## src/rtl/mf_disp_vga_timing_pkg.sv

```systemverilog
// Shared raster defaults, control-word layout and sync helper for the
// VGA timing generator and its delay line.
package mf_disp_vga_timing_pkg;

    localparam int DEF_H_ACTIVE = 640;
    localparam int DEF_H_FP     = 16;
    localparam int DEF_H_SYNC   = 96;
    localparam int DEF_H_BP     = 48;
    localparam int DEF_V_ACTIVE = 400;
    localparam int DEF_V_FP     = 12;
    localparam int DEF_V_SYNC   = 2;
    localparam int DEF_V_BP     = 35;
    localparam bit DEF_HSYNC_POL = 1'b0;
    localparam bit DEF_VSYNC_POL = 1'b1;
    localparam int DEF_FB_WIDTH = 320;
    localparam int DEF_PIPE_DLY = 4;

    localparam int ADDR_W    = 16;
    localparam int RGB_IN_W  = 6;
    localparam int RGB_OUT_W = 4;

    typedef struct packed {
        logic de;
        logic hs;
        logic vs;
    } disp_ctl_t;

    // Maps an in-window sync flag onto the configured output polarity.
    function automatic logic sync_level(input logic in_window, input logic pol);
        return in_window ? pol : ~pol;
    endfunction

endpackage

```

## src/rtl/mf_disp_delay_line.sv

```systemverilog
// Parametric shift register with a configurable reset word; carries the
// de/hs/vs control word alongside the palette read latency.
module mf_disp_delay_line #(
    parameter int               WIDTH   = 1,
    parameter int               DEPTH   = 1,
    parameter logic [WIDTH-1:0] RST_VAL = {WIDTH{1'b0}}
) (
    input  logic             clk,
    input  logic             rst,
    input  logic [WIDTH-1:0] din,
    output logic [WIDTH-1:0] dout
);

    logic [WIDTH-1:0] stage [DEPTH];

    // Shift chain; reset loads every stage with the idle word.
    always_ff @(posedge clk or posedge rst) begin
        if (rst) begin
            for (int i = 0; i < DEPTH; i++) begin
                stage[i] <= RST_VAL;
            end
        end else begin
            stage[0] <= din;
            for (int i = 1; i < DEPTH; i++) begin
                stage[i] <= stage[i-1];
            end
        end
    end

    assign dout = stage[DEPTH-1];

endmodule

```

## src/rtl/mf_disp_vga_timing.sv

```systemverilog
// VGA raster timing and 2x2-doubled frame-buffer fetch sequencer with
// palette-aligned sync/RGB outputs and vblank-synchronous buffer flip.
module mf_disp_vga_timing
    import mf_disp_vga_timing_pkg::*;
#(
    parameter int H_ACTIVE  = DEF_H_ACTIVE,
    parameter int H_FP      = DEF_H_FP,
    parameter int H_SYNC    = DEF_H_SYNC,
    parameter int H_BP      = DEF_H_BP,
    parameter int V_ACTIVE  = DEF_V_ACTIVE,
    parameter int V_FP      = DEF_V_FP,
    parameter int V_SYNC    = DEF_V_SYNC,
    parameter int V_BP      = DEF_V_BP,
    parameter bit HSYNC_POL = DEF_HSYNC_POL,
    parameter bit VSYNC_POL = DEF_VSYNC_POL,
    parameter int FB_WIDTH  = DEF_FB_WIDTH,
    parameter int PIPE_DLY  = DEF_PIPE_DLY
) (
    input  logic                 pix_clk,
    input  logic                 reset,
    input  logic                 swap_req,
    input  logic [RGB_IN_W-1:0]  pix_rd_rdata,
    input  logic [RGB_IN_W-1:0]  pix_rd_gdata,
    input  logic [RGB_IN_W-1:0]  pix_rd_bdata,
    output logic                 pix_rd_vld,
    output logic [ADDR_W-1:0]    pix_rd_addr,
    output logic                 pix_fb_active_sel,
    output logic                 swap_done,
    output logic                 frame_start,
    output logic                 vga_hsync,
    output logic                 vga_vsync,
    output logic [RGB_OUT_W-1:0] vga_r,
    output logic [RGB_OUT_W-1:0] vga_g,
    output logic [RGB_OUT_W-1:0] vga_b
);

    localparam int H_TOTAL = H_ACTIVE + H_FP + H_SYNC + H_BP;
    localparam int V_TOTAL = V_ACTIVE + V_FP + V_SYNC + V_BP;
    localparam int HW      = $clog2(H_TOTAL);
    localparam int VW      = $clog2(V_TOTAL);

    localparam logic [HW-1:0]     H_LAST     = HW'(H_TOTAL - 1);
    localparam logic [HW-1:0]     H_ACT      = HW'(H_ACTIVE);
    localparam logic [HW-1:0]     HS_BEG     = HW'(H_ACTIVE + H_FP);
    localparam logic [HW-1:0]     HS_END     = HW'(H_ACTIVE + H_FP + H_SYNC);
    localparam logic [VW-1:0]     V_LAST     = VW'(V_TOTAL - 1);
    localparam logic [VW-1:0]     V_ACT      = VW'(V_ACTIVE);
    localparam logic [VW-1:0]     V_ACT_LAST = VW'(V_ACTIVE - 1);
    localparam logic [VW-1:0]     VS_BEG     = VW'(V_ACTIVE + V_FP);
    localparam logic [VW-1:0]     VS_END     = VW'(V_ACTIVE + V_FP + V_SYNC);
    localparam logic [ADDR_W-1:0] LINE_STEP  = ADDR_W'(FB_WIDTH);

    logic [HW-1:0]     h;
    logic [VW-1:0]     v;
    logic [ADDR_W-1:0] line_base;
    logic              pending;
    logic              active;
    logic              h_end;
    logic              frame_end;
    logic              swap_edge;
    logic              swap_now;
    disp_ctl_t         ctl_raw;
    disp_ctl_t         ctl_dly;
    logic              unused_rgb_lsbs;

    assign h_end     = (h == H_LAST);
    assign frame_end = h_end && (v == V_LAST);
    assign swap_edge = h_end && (v == V_ACT_LAST);
    assign swap_now  = pending || swap_req;
    assign active    = (h < H_ACT) && (v < V_ACT);

    assign ctl_raw.de = active;
    assign ctl_raw.hs = sync_level((h >= HS_BEG) && (h < HS_END), HSYNC_POL);
    assign ctl_raw.vs = sync_level((v >= VS_BEG) && (v < VS_END), VSYNC_POL);

    // The palette only supplies 4 significant bits per colour to the DAC.
    assign unused_rgb_lsbs = ^{pix_rd_rdata[1:0], pix_rd_gdata[1:0], pix_rd_bdata[1:0]};

    // Raster position counters.
    always_ff @(posedge pix_clk or posedge reset) begin
        if (reset) begin
            h <= {HW{1'b0}};
            v <= {VW{1'b0}};
        end else if (h_end) begin
            h <= {HW{1'b0}};
            v <= (v == V_LAST) ? {VW{1'b0}} : v + VW'(1);
        end else begin
            h <= h + HW'(1);
        end
    end

    // Fetch request issue; line_base advances every second active line so
    // each frame-buffer row is scanned twice without a multiplier.
    always_ff @(posedge pix_clk or posedge reset) begin
        if (reset) begin
            pix_rd_vld  <= 1'b0;
            pix_rd_addr <= {ADDR_W{1'b0}};
            line_base   <= {ADDR_W{1'b0}};
            frame_start <= 1'b0;
        end else begin
            pix_rd_vld  <= active;
            frame_start <= frame_end;
            if (active) begin
                pix_rd_addr <= line_base + ADDR_W'(h[HW-1:1]);
            end
            if (h_end) begin
                if (v == V_LAST) begin
                    line_base <= {ADDR_W{1'b0}};
                end else if ((v < V_ACT) && v[0]) begin
                    line_base <= line_base + LINE_STEP;
                end
            end
        end
    end

    // Buffer flip at the end of the last active line; requests coalesce.
    always_ff @(posedge pix_clk or posedge reset) begin
        if (reset) begin
            pending           <= 1'b0;
            pix_fb_active_sel <= 1'b0;
            swap_done         <= 1'b0;
        end else if (swap_edge) begin
            pending   <= 1'b0;
            swap_done <= swap_now;
            if (swap_now) begin
                pix_fb_active_sel <= ~pix_fb_active_sel;
            end
        end else begin
            pending   <= pending | swap_req;
            swap_done <= 1'b0;
        end
    end

    mf_disp_delay_line #(
        .WIDTH   (3),
        .DEPTH   (PIPE_DLY),
        .RST_VAL ({1'b0, ~HSYNC_POL, ~VSYNC_POL})
    ) u_ctl_dly (
        .clk  (pix_clk),
        .rst  (reset),
        .din  (ctl_raw),
        .dout (ctl_dly)
    );

    // Output stage: syncs and gated colour captured on the same edge.
    always_ff @(posedge pix_clk or posedge reset) begin
        if (reset) begin
            vga_hsync <= ~HSYNC_POL;
            vga_vsync <= ~VSYNC_POL;
            vga_r     <= {RGB_OUT_W{1'b0}};
            vga_g     <= {RGB_OUT_W{1'b0}};
            vga_b     <= {RGB_OUT_W{1'b0}};
        end else begin
            vga_hsync <= ctl_dly.hs;
            vga_vsync <= ctl_dly.vs;
            if (ctl_dly.de) begin
                vga_r <= pix_rd_rdata[5:2];
                vga_g <= pix_rd_gdata[5:2];
                vga_b <= pix_rd_bdata[5:2];
            end else begin
                vga_r <= {RGB_OUT_W{1'b0}};
                vga_g <= {RGB_OUT_W{1'b0}};
                vga_b <= {RGB_OUT_W{1'b0}};
            end
        end
    end

endmodule
```

## config.mk

```make
export PLATFORM = sky130hd
export DESIGN_NAME = mf_disp_vga_timing
export DESIGN_NICKNAME = d
export VERILOG_FILES = /design/src/rtl/mf_disp_vga_timing_pkg.sv /design/src/rtl/mf_disp_delay_line.sv /design/src/rtl/mf_disp_vga_timing.sv
export SDC_FILE = /design/constraint.sdc
export NUM_CORES = 1
export LEC_CHECK = 0
export ABC_AREA = 1
export BUFFER_PORTS_ARGS = -buffer_cell sky130_fd_sc_hd__buf_4
export CAP_MARGIN = 30
export CORE_MARGIN = 5
export CORE_UTILIZATION = 55
export CTS_BUF_LIST = sky130_fd_sc_hd__clkbuf_2 sky130_fd_sc_hd__clkbuf_4 sky130_fd_sc_hd__clkbuf_8
export CTS_CLUSTER_DIAMETER = 30
export DETAILED_ROUTE_END_ITERATION = 6
export PLACE_DENSITY = 0.78
export SLEW_MARGIN = 5
export SYNTH_ARGS = -nofsm -noshare
export SYNTH_HDL_FRONTEND = slang
export SYNTH_SLANG_ARGS = --single-unit
```

## constraint.sdc

```tcl
create_clock -name pix_clk -period 5.2 [get_ports pix_clk]
set_input_delay 1.04 -clock pix_clk [delete_from_list [all_inputs] [get_ports pix_clk]]
set_output_delay 1.04 -clock pix_clk [all_outputs]
set_load 0.005 [all_outputs]
```

**Word-level counts from Yosys, hierarchy flattened**

Cells that the tools add are included.

- Output and inout bits: 34
- Register bits after elaboration: 82

- Bitwise operators: 2
- Mux-type cells: 11
- Reductions and logical operators: 10
- Eq/ne operators: 3
- $lt $le $gt $ge: 6
- Add/subtract/negate cells: 4

Operators with widths:

| cell | count |
|---|---|
| $mux W16 | 2 |
| $lt A10 B10 Y1 const B | 2 |
| $eq A9 B9 Y1 const B | 2 |
| $lt A9 B9 Y1 const B | 2 |
| $add A16 B9 Y16 | 1 |
| $add A16 B9 Y16 const B | 1 |
| $mux W4 | 3 |
| $add A10 B1 Y10 const B | 1 |
| $eq A10 B10 Y1 const B | 1 |
| $ge A10 B10 Y1 const B | 1 |
| $mux W10 | 1 |
| $add A9 B1 Y9 const B | 1 |
| $ge A9 B9 Y1 const B | 1 |
| $mux W9 | 1 |
| $logic_and A1 B1 Y1 | 6 |
| $mux W1 | 4 |
| $reduce_and A2 Y1 | 2 |
| $reduce_bool A2 Y1 | 1 |
| $logic_or A1 B1 Y1 | 1 |
| $not A1 Y1 | 1 |
| $or A1 B1 Y1 | 1 |

**Depth between registers and ports, before layout**

Gate-level depths: netlist (run 1).

- Depth in word-level cells: 4
- Mapped depth: 10
- Mapped depth without buffers: 10

**Modules after synthesis**

A second synthesis (run 1) with hierarchy kept.

- Cells, all modules: 441
- Area, all modules: 3,649.8 µm²

By module, submodules not included:

| module | area an instance (µm²) | sequential area each (µm²) | cells an instance | times used |
|---|---|---|---|---|
| mf_disp_vga_timing | 3,318.2 | 1,602.8 | 425 | 1 |
| mf_disp_delay_line | 331.6 | 305.3 | 16 | 1 |

**Worst setup path after synthesis (run 1)**

No wires, ideal clock.

- Kind: register -> output
- Start point: register vga_hsync
- End point: output port vga_hsync
- Path buffers: 0
- Path slack: 3.659 ns
- Data arrival time: 0.501 ns
- Data required time: 4.160 ns
- Stages on the path, launching flop included: 1
- Cells stage by stage: dfstp_2

RTL lines:

| element | line | source |
|---|---|---|
| from (decl) | mf_disp_vga_timing.sv:30 | `output logic vga_hsync,` |
| from (signal assigned) | mf_disp_vga_timing.sv:148 | `vga_hsync <= ~HSYNC_POL;` |
| from (signal assigned) | mf_disp_vga_timing.sv:154 | `vga_hsync <= ctl_dly.hs;` |

No word-level cell between the ends.

**Worst setup path in the final report (run 1)**

- Start point: register vga_hsync
- End point: output port vga_hsync

No word-level cell between the ends.

==> run_results.csv, run 1 <==
group,metric,value,unit
worst_setup_path,critPathBufInv,1,
drt,firstDrtPassIters,5,
power,leakage,0.002269,uW
logic_synthesis,syn_nets,452,
global_routing,grt_overflow_total,0,
final_layout,area_delta_synth_final,18.69,%
die,die_w,90.92,um
die,core-area,6350,um2
logic_synthesis,yosys_warnings,0,
logic_synthesis,synth_cells,423,
place,place_congestion,0.8580,
final_layout,diodes,0,
power,p_sw_share,19.47,%
power,pwr-share-clk,46.7,%
logic_synthesis,syn-cell-area,3601,um2
clocking,ctsResizeCount,0,
sta,fin_skew,0.009929,ns
worst_setup_path,cp_slowest_cell,"dfstp_2",
worst_setup_path,required,4.16,ns
clocking,clk_pin_slew,0.08,ns
sta,rsz0062_at_grt,"no",
drt,vias_per_cell,5.090,
worst_setup_path,critical_path_class,"flip-flop to output pin",
logic_synthesis,synth-seq-area-share,52.29,%
place,port-buffer-count,48,
drt,ant_nets,0,
worst_setup_path,worstSetupStartpointType,"flip-flop",
power,p_per_area,273.0,nW/um2
clocking,clock-sinks,75,
sta,max_slew.worst_pin.slew,0.4321,ns
global_routing,track_usage,18.80,%
sta,maxSlewHeadroom,71.09,%
global_routing,antenna_found_initial,0,
place,place_area,4009,um2
place,placed_cells,540,
drt,routedWlPerCell,12.99,um
sta,period_minus_slack,1.998,ns
sta,setup_viol,0,
clocking,cts_buffers,9,
worst_setup_path,critPathTopFamily,"flip-flops",
power,p_seq_share,50.5,%
logic_synthesis,synth_top_area_cell,"dfrtp_1",
sta,max_freq,0.5004,GHz
final_layout,final_cell_mix,"135 x nand2_1, 70 x dfrtp_1, 49 x buf_4",
logic_synthesis,netlist.area_leader.share,48.64,%
final_layout,final_nets,504,
final_layout,fin_cells,557,
sta,hold_violations,0,
die,die_area,8266,um2
clocking,cts_max_level,3,
global_routing,grt_pass1_vias,2778,
global_routing,grt_max_degree,45,
clocking,cts_buffer_depth,2,
global_routing,grt_first_pass_wirelength,12770,um
sta,timing.final.crit_share,38.43,%
logic_synthesis,synth.avg_cell_area,8.513,um2
die,die_h,90.92,um
die,start_util,56.71,%
sta,tns,0,ns
power,power.total,1167,uW
worst_setup_path,cp-end-kind,"output pin",
power,p_switching,227.2,uW
logic_synthesis,synth.distinct_cells,32,
worst_setup_path,cp_max_fo,1,
clocking,root_buffer,"clkbuf_8",
worst_setup_path,arrival,0.96,ns
place,dp.final_hpwl,5182,um
final_layout,final_layout_size_suffix_gt1_share,21.46,%
drt,drc,0,
clocking,clock_latency,0.34,ns
drt,drt-total-wl,7238,um
final_layout,layout_commonest_cell,"nand2_1",
die,io-pin-count,55,
logic_synthesis,ys_ff_latch,75,
clocking,cts_hold_buf,0,
die,rows,29,
drt,dr.first_iter.drc_count,100,
sta,finalMaxSlewViolations,0,
clocking,cts_tree,"built",
final_layout,design_area,4274,um2
logic_synthesis,synth.area.top_cells,"dfrtp_1 49%, nand2_1 14%, inv_1 5.1%",
worst_setup_path,critical-path-max-stage-delay,0.52,ns
power,peakVddDrop,0.2545,mV
worst_setup_path,worstPathCellList,"buf_4",
power,combinationalPowerShare,2.9,%
min_path,hp-class,"flip-flop to flip-flop",
run_status,outcome,"completed",
clocking,cts_setup_buffers,0,
run,maxCapViolCount,0,
power,intPower,939.7,uW
sta,hold_ws,0.3510,ns
worst_setup_path,reg2reg_slack,3.43,ns
drt,vias,2835,
## logic make-up (layout without fill, tap and decap cells)
group / count (synthesis) / after routing / share of synthesized area (%)
AND/OR/NAND/NOR: 235 / 235 / 30.65
flip-flops: 75 / 75 / 52.29
buffers and inverters: 69 / 126 / 7.818
AO/OA/AOI/OAI: 25 / 25 / 3.788
XOR/XNOR: 11 / 11 / 2.676
adder cells (fa/ha/maj): 8 / 8 / 2.780
## worst paths after layout
path,from,end,cells after the start
setup / recovery,vga_hsync,vga_hsync,1
hold / removal,u_ctl_dly.stage[3],u_ctl_dly.dout[0],0
setup reg to reg,h[0],pix_fb_active_sel,8
hold reg to reg,u_ctl_dly.stage[3],u_ctl_dly.dout[0],0
max in group asynchronous,reset,pix_rd_addr[11],4
min in group asynchronous,reset,pix_rd_addr[0],2
## cell type report
| class | instances | area, um2 |
|---|---|---|
| clock buffer | 12 | 146.4 |
| clock inverter | 4 | 98.84 |
| fill | 529 | 2076 |
| inverter | 60 | 225.2 |
| multi-input combinational | 279 | 1436 |
| sequential | 75 | 1883 |
| tap | 77 | 96.34 |
| timing repair buffer | 50 | 387.9 |
## Yosys cell counts, drive strengths merged
cell type,instances
nand2,140
dfrtp,70
inv,60
nor2,40
nand3,31
o21ai,18
nand4,15
buf,8
ha,8
xor2,8
nor3,6
dfstp,5
a21oi,4
xnor2,3
nor4,2
a21boi,1
clkbuf,1
nand3b,1
o211ai,1
o21a,1
## power groups by stage
stage                     logic, uW  registers, uW  clock network, uW
after floorplan                11.9            601                  0
after global placement         31.8            600                  0
after detailed placement       32.7            600                  0
after CTS                      32.8            589                555
after global routing           38.3            589                584
final                          33.4            589                545
## per-stage QoR
| stage | worst slack [ns] | util [%] |
|---|---|---|
| after global routing | 3.157 | 67.31 |
| after CTS | 3.184 | 67.00 |
| final | 3.202 | 67.31 |
| after floorplan | 2.258 | - |
| after global placement | 2.956 | 63.13 |
| after detailed placement | 2.896 | 63.13 |
## registers in the layout, indices dropped and copies added (netlist names)
register,flops
pix_rd_addr,16
h,10
line_base,10
v,9
u_ctl_dly.stage,8
vga_b,4
vga_g,4
vga_r,4
u_ctl_dly.dout,3
frame_start,1
pending,1
pix_fb_active_sel,1
pix_rd_vld,1
swap_done,1
vga_hsync,1
vga_vsync,1
## metal layers
| metal | share of wire (%) | wire, um | global-route usage [%] |
|---|---|---|---|
| met5 | 0 | 0 | 0 |
| met4 | 1.9 | 141 | 7.090 |
| met3 | 6.6 | 478 | 5.500 |
| met2 | 48 | 3441 | 29.84 |
| met1 | 44 | 3177 | 24.46 |
No activity file was read; power rests on OpenSTA's default activity.
==> run 2, diff against run 1 <==
- clock period: 5.2 -> 2.1 ns (I/O delays scaled with it)
==> run_results.csv, run 2 (synthesis results as in run 1) <==
group,metric,value,unit
drt,dr.first_iter.drc_count,166,
clocking,clock-sinks,75,
place,port-buffer-count,48,
power,intPower,2058,uW
drt,vias,2869,
sta,fin_skew,0.01211,ns
worst_setup_path,critical_path_class,"flip-flop to flip-flop",
place,dp.final_hpwl,5180,um
final_layout,largest_reg_flops,16,
final_layout,final_nets,505,
die,die_w,90.92,um
final_layout,top_regs,"pix_rd_addr: 16 flops, h: 10 flops, line_base: 10 flops",
die,die_h,90.92,um
place,placed_cells,542,
final_layout,area_delta_synth_final,17.86,%
final_layout,layout_commonest_cell,"nand2_1",
clocking,clk_pin_slew,0.09,ns
sta,finalMaxSlewViolations,0,
clocking,cts_max_level,3,
die,core-area,6350,um2
drt,drc,0,
sta,setup_viol,0,
drt,vias_per_cell,5.142,
worst_setup_path,worstSetupStartpointType,"flip-flop",
final_layout,post-route-util,66.84,%
final_layout,fin_cells,558,
power,p_seq_share,54.1,%
die,start_util,56.71,%
place,place_congestion,0.8786,
clocking,cts_setup_buffers,0,
power,p_sw_share,23.61,%
power,leakage,0.002241,uW
sta,max_freq,0.6110,GHz
die,rows,29,
sta,max_slew.worst_pin.slew,0.3950,ns
power,peakVddDrop,0.4329,mV
place,place_area,4040,um2
final_layout,design_area,4244,um2
sta,timing.final.crit_share,77.93,%
final_layout,final_cell_mix,"135 x nand2_1, 70 x dfrtp_1, 50 x buf_4",
clocking,cts_buffers,9,
power,p_per_area,634.9,nW/um2
die,io-pin-count,55,
sta,maxSlewHeadroom,73.61,%
final_layout,diodes,0,
power,pwr-share-clk,42.9,%
final_layout,regMostFlops,"pix_rd_addr",
worst_setup_path,required,2.35,ns
power,p_switching,636.0,uW
global_routing,grt_first_pass_wirelength,12650,um
global_routing,grt_overflow_total,0,
drt,drt-total-wl,7136,um
sta,rsz0062_at_grt,"no",
worst_setup_path,cp_max_fo,8,
die,die_area,8266,um2
clocking,cts_hold_buf,0,
clocking,ctsResizeCount,0,
global_routing,track_usage,18.58,%
clocking,cts_tree,"built",
worst_setup_path,cp-end-kind,"flip-flop",
sta,hold_ws,0.04403,ns
sta,tns,0,ns
global_routing,grt_max_degree,59,
global_routing,grt_pass1_vias,2765,
drt,ant_nets,0,
final_layout,final_layout_size_suffix_gt1_share,21.62,%
run,maxCapViolCount,0,
worst_setup_path,arrival,1.89,ns
sta,hold_violations,0,
clocking,clock_latency,0.36,ns
drt,firstDrtPassIters,4,
min_path,hp-class,"input pin to async pin",
power,combinationalPowerShare,3.0,%
drt,routedWlPerCell,12.79,um
clocking,root_buffer,"clkbuf_8",
final_layout,n_fill_cell,529,
clocking,cts_buffer_depth,2,
sta,period_minus_slack,1.637,ns
run_status,outcome,"completed",
global_routing,antenna_found_initial,0,
==> run 2: cell types whose count changed in the layout (fill, tap and decap cells not counted), sizes merged <==
cell      change
buf           +1
inv           +3
bufinv        -2
clkbuf        -3
clkinv        -1
clkinvlp      +3
==> run 2: final timing paths <==
check	startpoint	slack, ns	depth (start not counted)	endpoint
setup / recovery	h[8]	0.46	9	pix_rd_addr[11]
hold / removal	reset	0.04	2	h[1]
setup reg to reg	h[8]	0.46	9	pix_rd_addr[11]
hold reg to reg	u_ctl_dly.stage[5]	0.35	0	u_ctl_dly.dout[2]
max in group asynchronous	reset	1.44	3	line_base[13]
min in group pix_clk	pix_rd_rdata[4]	0.25	3	vga_r[2]
==> run 2: area by class of cell <==
cell class / instances / area [um2] / area share, %
flip-flops and latches: 75 / 1883 / 44.37
multi-input cells: 279 / 1436 / 33.84
repair buffers: 51 / 395.4 / 9.316
inverters: 60 / 229.0 / 5.395
clock buffers: 9 / 123.9 / 2.919
well taps: 77 / 96.34 / 2.270
clock inverters: 7 / 80.08 / 1.887
==> run 2: power by group through the flow <==
stage,Combinational [uW],Clock (uW),Sequential [uW]
after CTS,85.1,1170,1460
after detailed placement,84.8,0,1490
after global placement,82.4,0,1490
after global routing,94.7,1240,1460
final,81.1,1160,1460
after floorplan,29.8,0,1490
==> run 2: worst max-delay path, cell delays in order, from the launching register on <==
cell	delay [ns]
dfrtp_1	0.44
ha_1	0.34
nand2_1	0.09
nand2_1	0.09
nand2_1	0.07
nand2_1	0.17
nand2_1	0.14
nand2_1	0.06
nand3_1	0.08
nand2_1	0.05
==> run 2: through the flow <==
stage	worst slack [ns]	power (uW)
after detailed placement	0.4847	1571
after CTS	0.4632	2713
after global placement	0.5164	1568
after global routing	0.3105	2796
after floorplan	0.6637	1518
final	0.4634	2694
==> run 2: metal layers <==
metal | GRT usage, % | vias to the layer above | part of all wire, %
met5 | 0 | - | 0
met4 | 8.068 | 0 | 1.6
met3 | 5.000 | 12 | 6.5
met2 | 28.93 | 75 | 46
met1 | 24.50 | 1346 | 46
li1 | - | 1436 | -
==> run 3, diff against run 2 <==
- CORE_UTILIZATION: 55 -> 53
- clock period: 2.1 -> 1.4 ns (I/O delays scaled with it)
==> run_results.csv, run 3 (synthesis results as in run 1) <==
group,metric,value,unit
run_status,outcome,"finished, violations left",
run_status,violations,"negative setup slack",
final_layout,area_delta_synth_final,38.26,%
final_layout,multi_input_area,1667,um2
clocking,root_buffer,"clkbuf_8",
power,leakage,0.002595,uW
global_routing,track_usage,20.23,%
drt,dr.first_iter.drc_count,152,
sta,max_slew.worst_pin.slew,0.4168,ns
sta,fin_skew,0.007940,ns
drt,vias_per_cell,5.058,
final_layout,fin_cells,624,
clocking,clock-sinks,75,
global_routing,grt_first_pass_wirelength,13890,um
drt,ant_nets,0,
die,die_w,92.43,um
clocking,cts_buffers,9,
worst_setup_path,r2r_cells,8,
die,die_area,8542,um2
drt,firstDrtPassIters,4,
global_routing,grt_overflow_total,0,
final_layout,design_area,4979,um2
place,place_area,4439,um2
final_layout,seq_area,1886,um2
final_layout,final_nets,568,
power,power.total,3843,uW
sta,rsz0062_at_grt,"yes",
worst_setup_path,arrival,1.73,ns
die,rows,30,
clocking,cts_max_level,3,
drt,drt-total-wl,8398,um
place,dp.final_hpwl,5760,um
global_routing,grt_max_degree,35,
die,start_util,53.59,%
worst_setup_path,required,1.69,ns
worst_setup_path,critical-path-max-stage-delay,0.42,ns
worst_setup_path,critPathBufInv,3,
worst_setup_path,worstPathCellList,"buf_4 > buf_4 > nand3_2 > nor2_2 > nand2_2 > o21ai_0 > nand2_1 > inv_1",
worst_setup_path,cp_slowest_cell,"dfrtp_1",
min_path,hp-class,"input pin to flip-flop",
drt,drc,0,
clocking,cts_tree,"built",
clocking,clk_pin_slew,0.08,ns
place,placed_cells,593,
worst_setup_path,cp_max_fo,3,
place,port-buffer-count,48,
die,io-pin-count,55,
final_layout,diodes,0,
sta,hold_violations,0,
worst_setup_path,critical_path_class,"flip-flop to flip-flop",
final_layout,n_fill_cell,433,
worst_setup_path,cp.depth,8,
drt,vias,3156,
final_layout,layout_commonest_cell,"nand2_1",
worst_setup_path,cp-end-kind,"flip-flop",
die,core-area,6719,um2
place,place_congestion,0.9178,
global_routing,grt_pass1_vias,3097,
sta,finalMaxSlewViolations,0,
power,peakVddDrop,0.5069,mV
clocking,cts_buffer_depth,2,
run,maxCapViolCount,0,
drt,routedWlPerCell,13.46,um
final_layout,top_regs,"pix_rd_addr: 16 flops, h: 10 flops, line_base: 10 flops",
final_layout,regMostFlops,"pix_rd_addr",
sta,max_freq,0.6923,GHz
sta,maxSlewHeadroom,72.16,%
final_layout,largest_reg_flops,16,
final_layout,final_layout_size_suffix_gt1_share,38.24,%
die,die_h,92.43,um
min_path,whs_path_depth,3,
power,p_per_area,772.0,nW/um2
worst_setup_path,crit_top_cell,"buf_4",
sta,period_minus_slack,1.445,ns
clocking,clock_latency,0.35,ns
worst_setup_path,critPathTopFamily,"simple AND/OR/NAND/NOR gates",
global_routing,antenna_found_initial,0,
sta,timing.final.crit_share,103.2,%
worst_setup_path,worstSetupStartpointType,"flip-flop",
final_layout,final_cell_mix,"118 x nand2_1, 100 x buf_4, 68 x dfrtp_1",
sta,setup_viol,12,
sta,setup_ws,-0.04452,ns
[run 3: cell types whose count changed in the layout (fill, tap and decap cells not counted), sizes merged]
| cell | delta |
|---|---|
| buf | +60 |
| bufinv | -1 |
| clkinv | +1 |
| dlygate4sd3 | +1 |
| nand3 | +1 |
| nor2 | +1 |
[run 3: through the flow]
step	utilization (%)	worst slack [ns]	hold slack [ns]	setup TNS (ns)
final	74.10	-0.04452	0.1189	-0.2767
after global routing	74.10	-0.1448	0.1030	-3.138
after CTS	71.45	-0.01477	0.1045	-0.02675
after detailed placement	66.07	-0.1345	0.3117	-1.382
after global placement	66.07	-0.02854	0.3021	-0.2861
after floorplan	-	0.01072	0.3312	0
[run 3: power by group]
part           total (uW)  switching, uW  internal [uW]
Clock                1530            856            670
Combinational         131           66.6           64.7
Sequential           2190           4.06           2180
Total                3840            927           2920
[run 3: layout make-up]
| class | instances | share of cell area (%) |
|---|---|---|
| repair buffers | 112 | 18.30 |
| well taps | 80 | 2.011 |
| multi-input cells | 281 | 33.48 |
| flip-flops and latches | 75 | 37.87 |
| inverters | 60 | 4.700 |
| clock inverters | 7 | 1.156 |
| clock buffers | 9 | 2.488 |
[run 3: path summary, 6_finish.rpt]
kind	from	slack (ns)	to
max in group asynchronous	reset	0.39	u_ctl_dly.stage[10]
setup / recovery	h[1]	-0.04	h[7]
hold reg to reg	u_ctl_dly.stage[3]	0.35	u_ctl_dly.dout[0]
setup reg to reg	h[1]	-0.04	h[7]
min in group asynchronous	reset	0.49	vga_b[2]
hold / removal	pix_rd_gdata[2]	0.12	vga_g[0]
[run 3: timing repair]
action	in CTS	in global routing
gates resized for setup	20	41
setup endpoints to repair	20	38
endpoints found under the hold margin	16	0
pin swaps	13	22
gates cloned	2	0
setup buffers	9	3
hold buffers	1	0
[run 3: worst register-to-register path, stage by stage (launching register included)]
cell	delay [ns]
dfrtp_1	0.42
buf_4	0.14
buf_4	0.11
nand3_2	0.10
nor2_2	0.20
nand2_2	0.10
o21ai_0	0.20
nand2_1	0.08
inv_1	0.05
[run 3: metal layers]
metal	global-route usage, %	share of wire (%)	up-vias
met2	34.50	49	80
met3	5.199	5.1	15
li1	-	-	1563
met4	7.921	2.0	0
met5	0	0	-
met1	24.47	43	1498
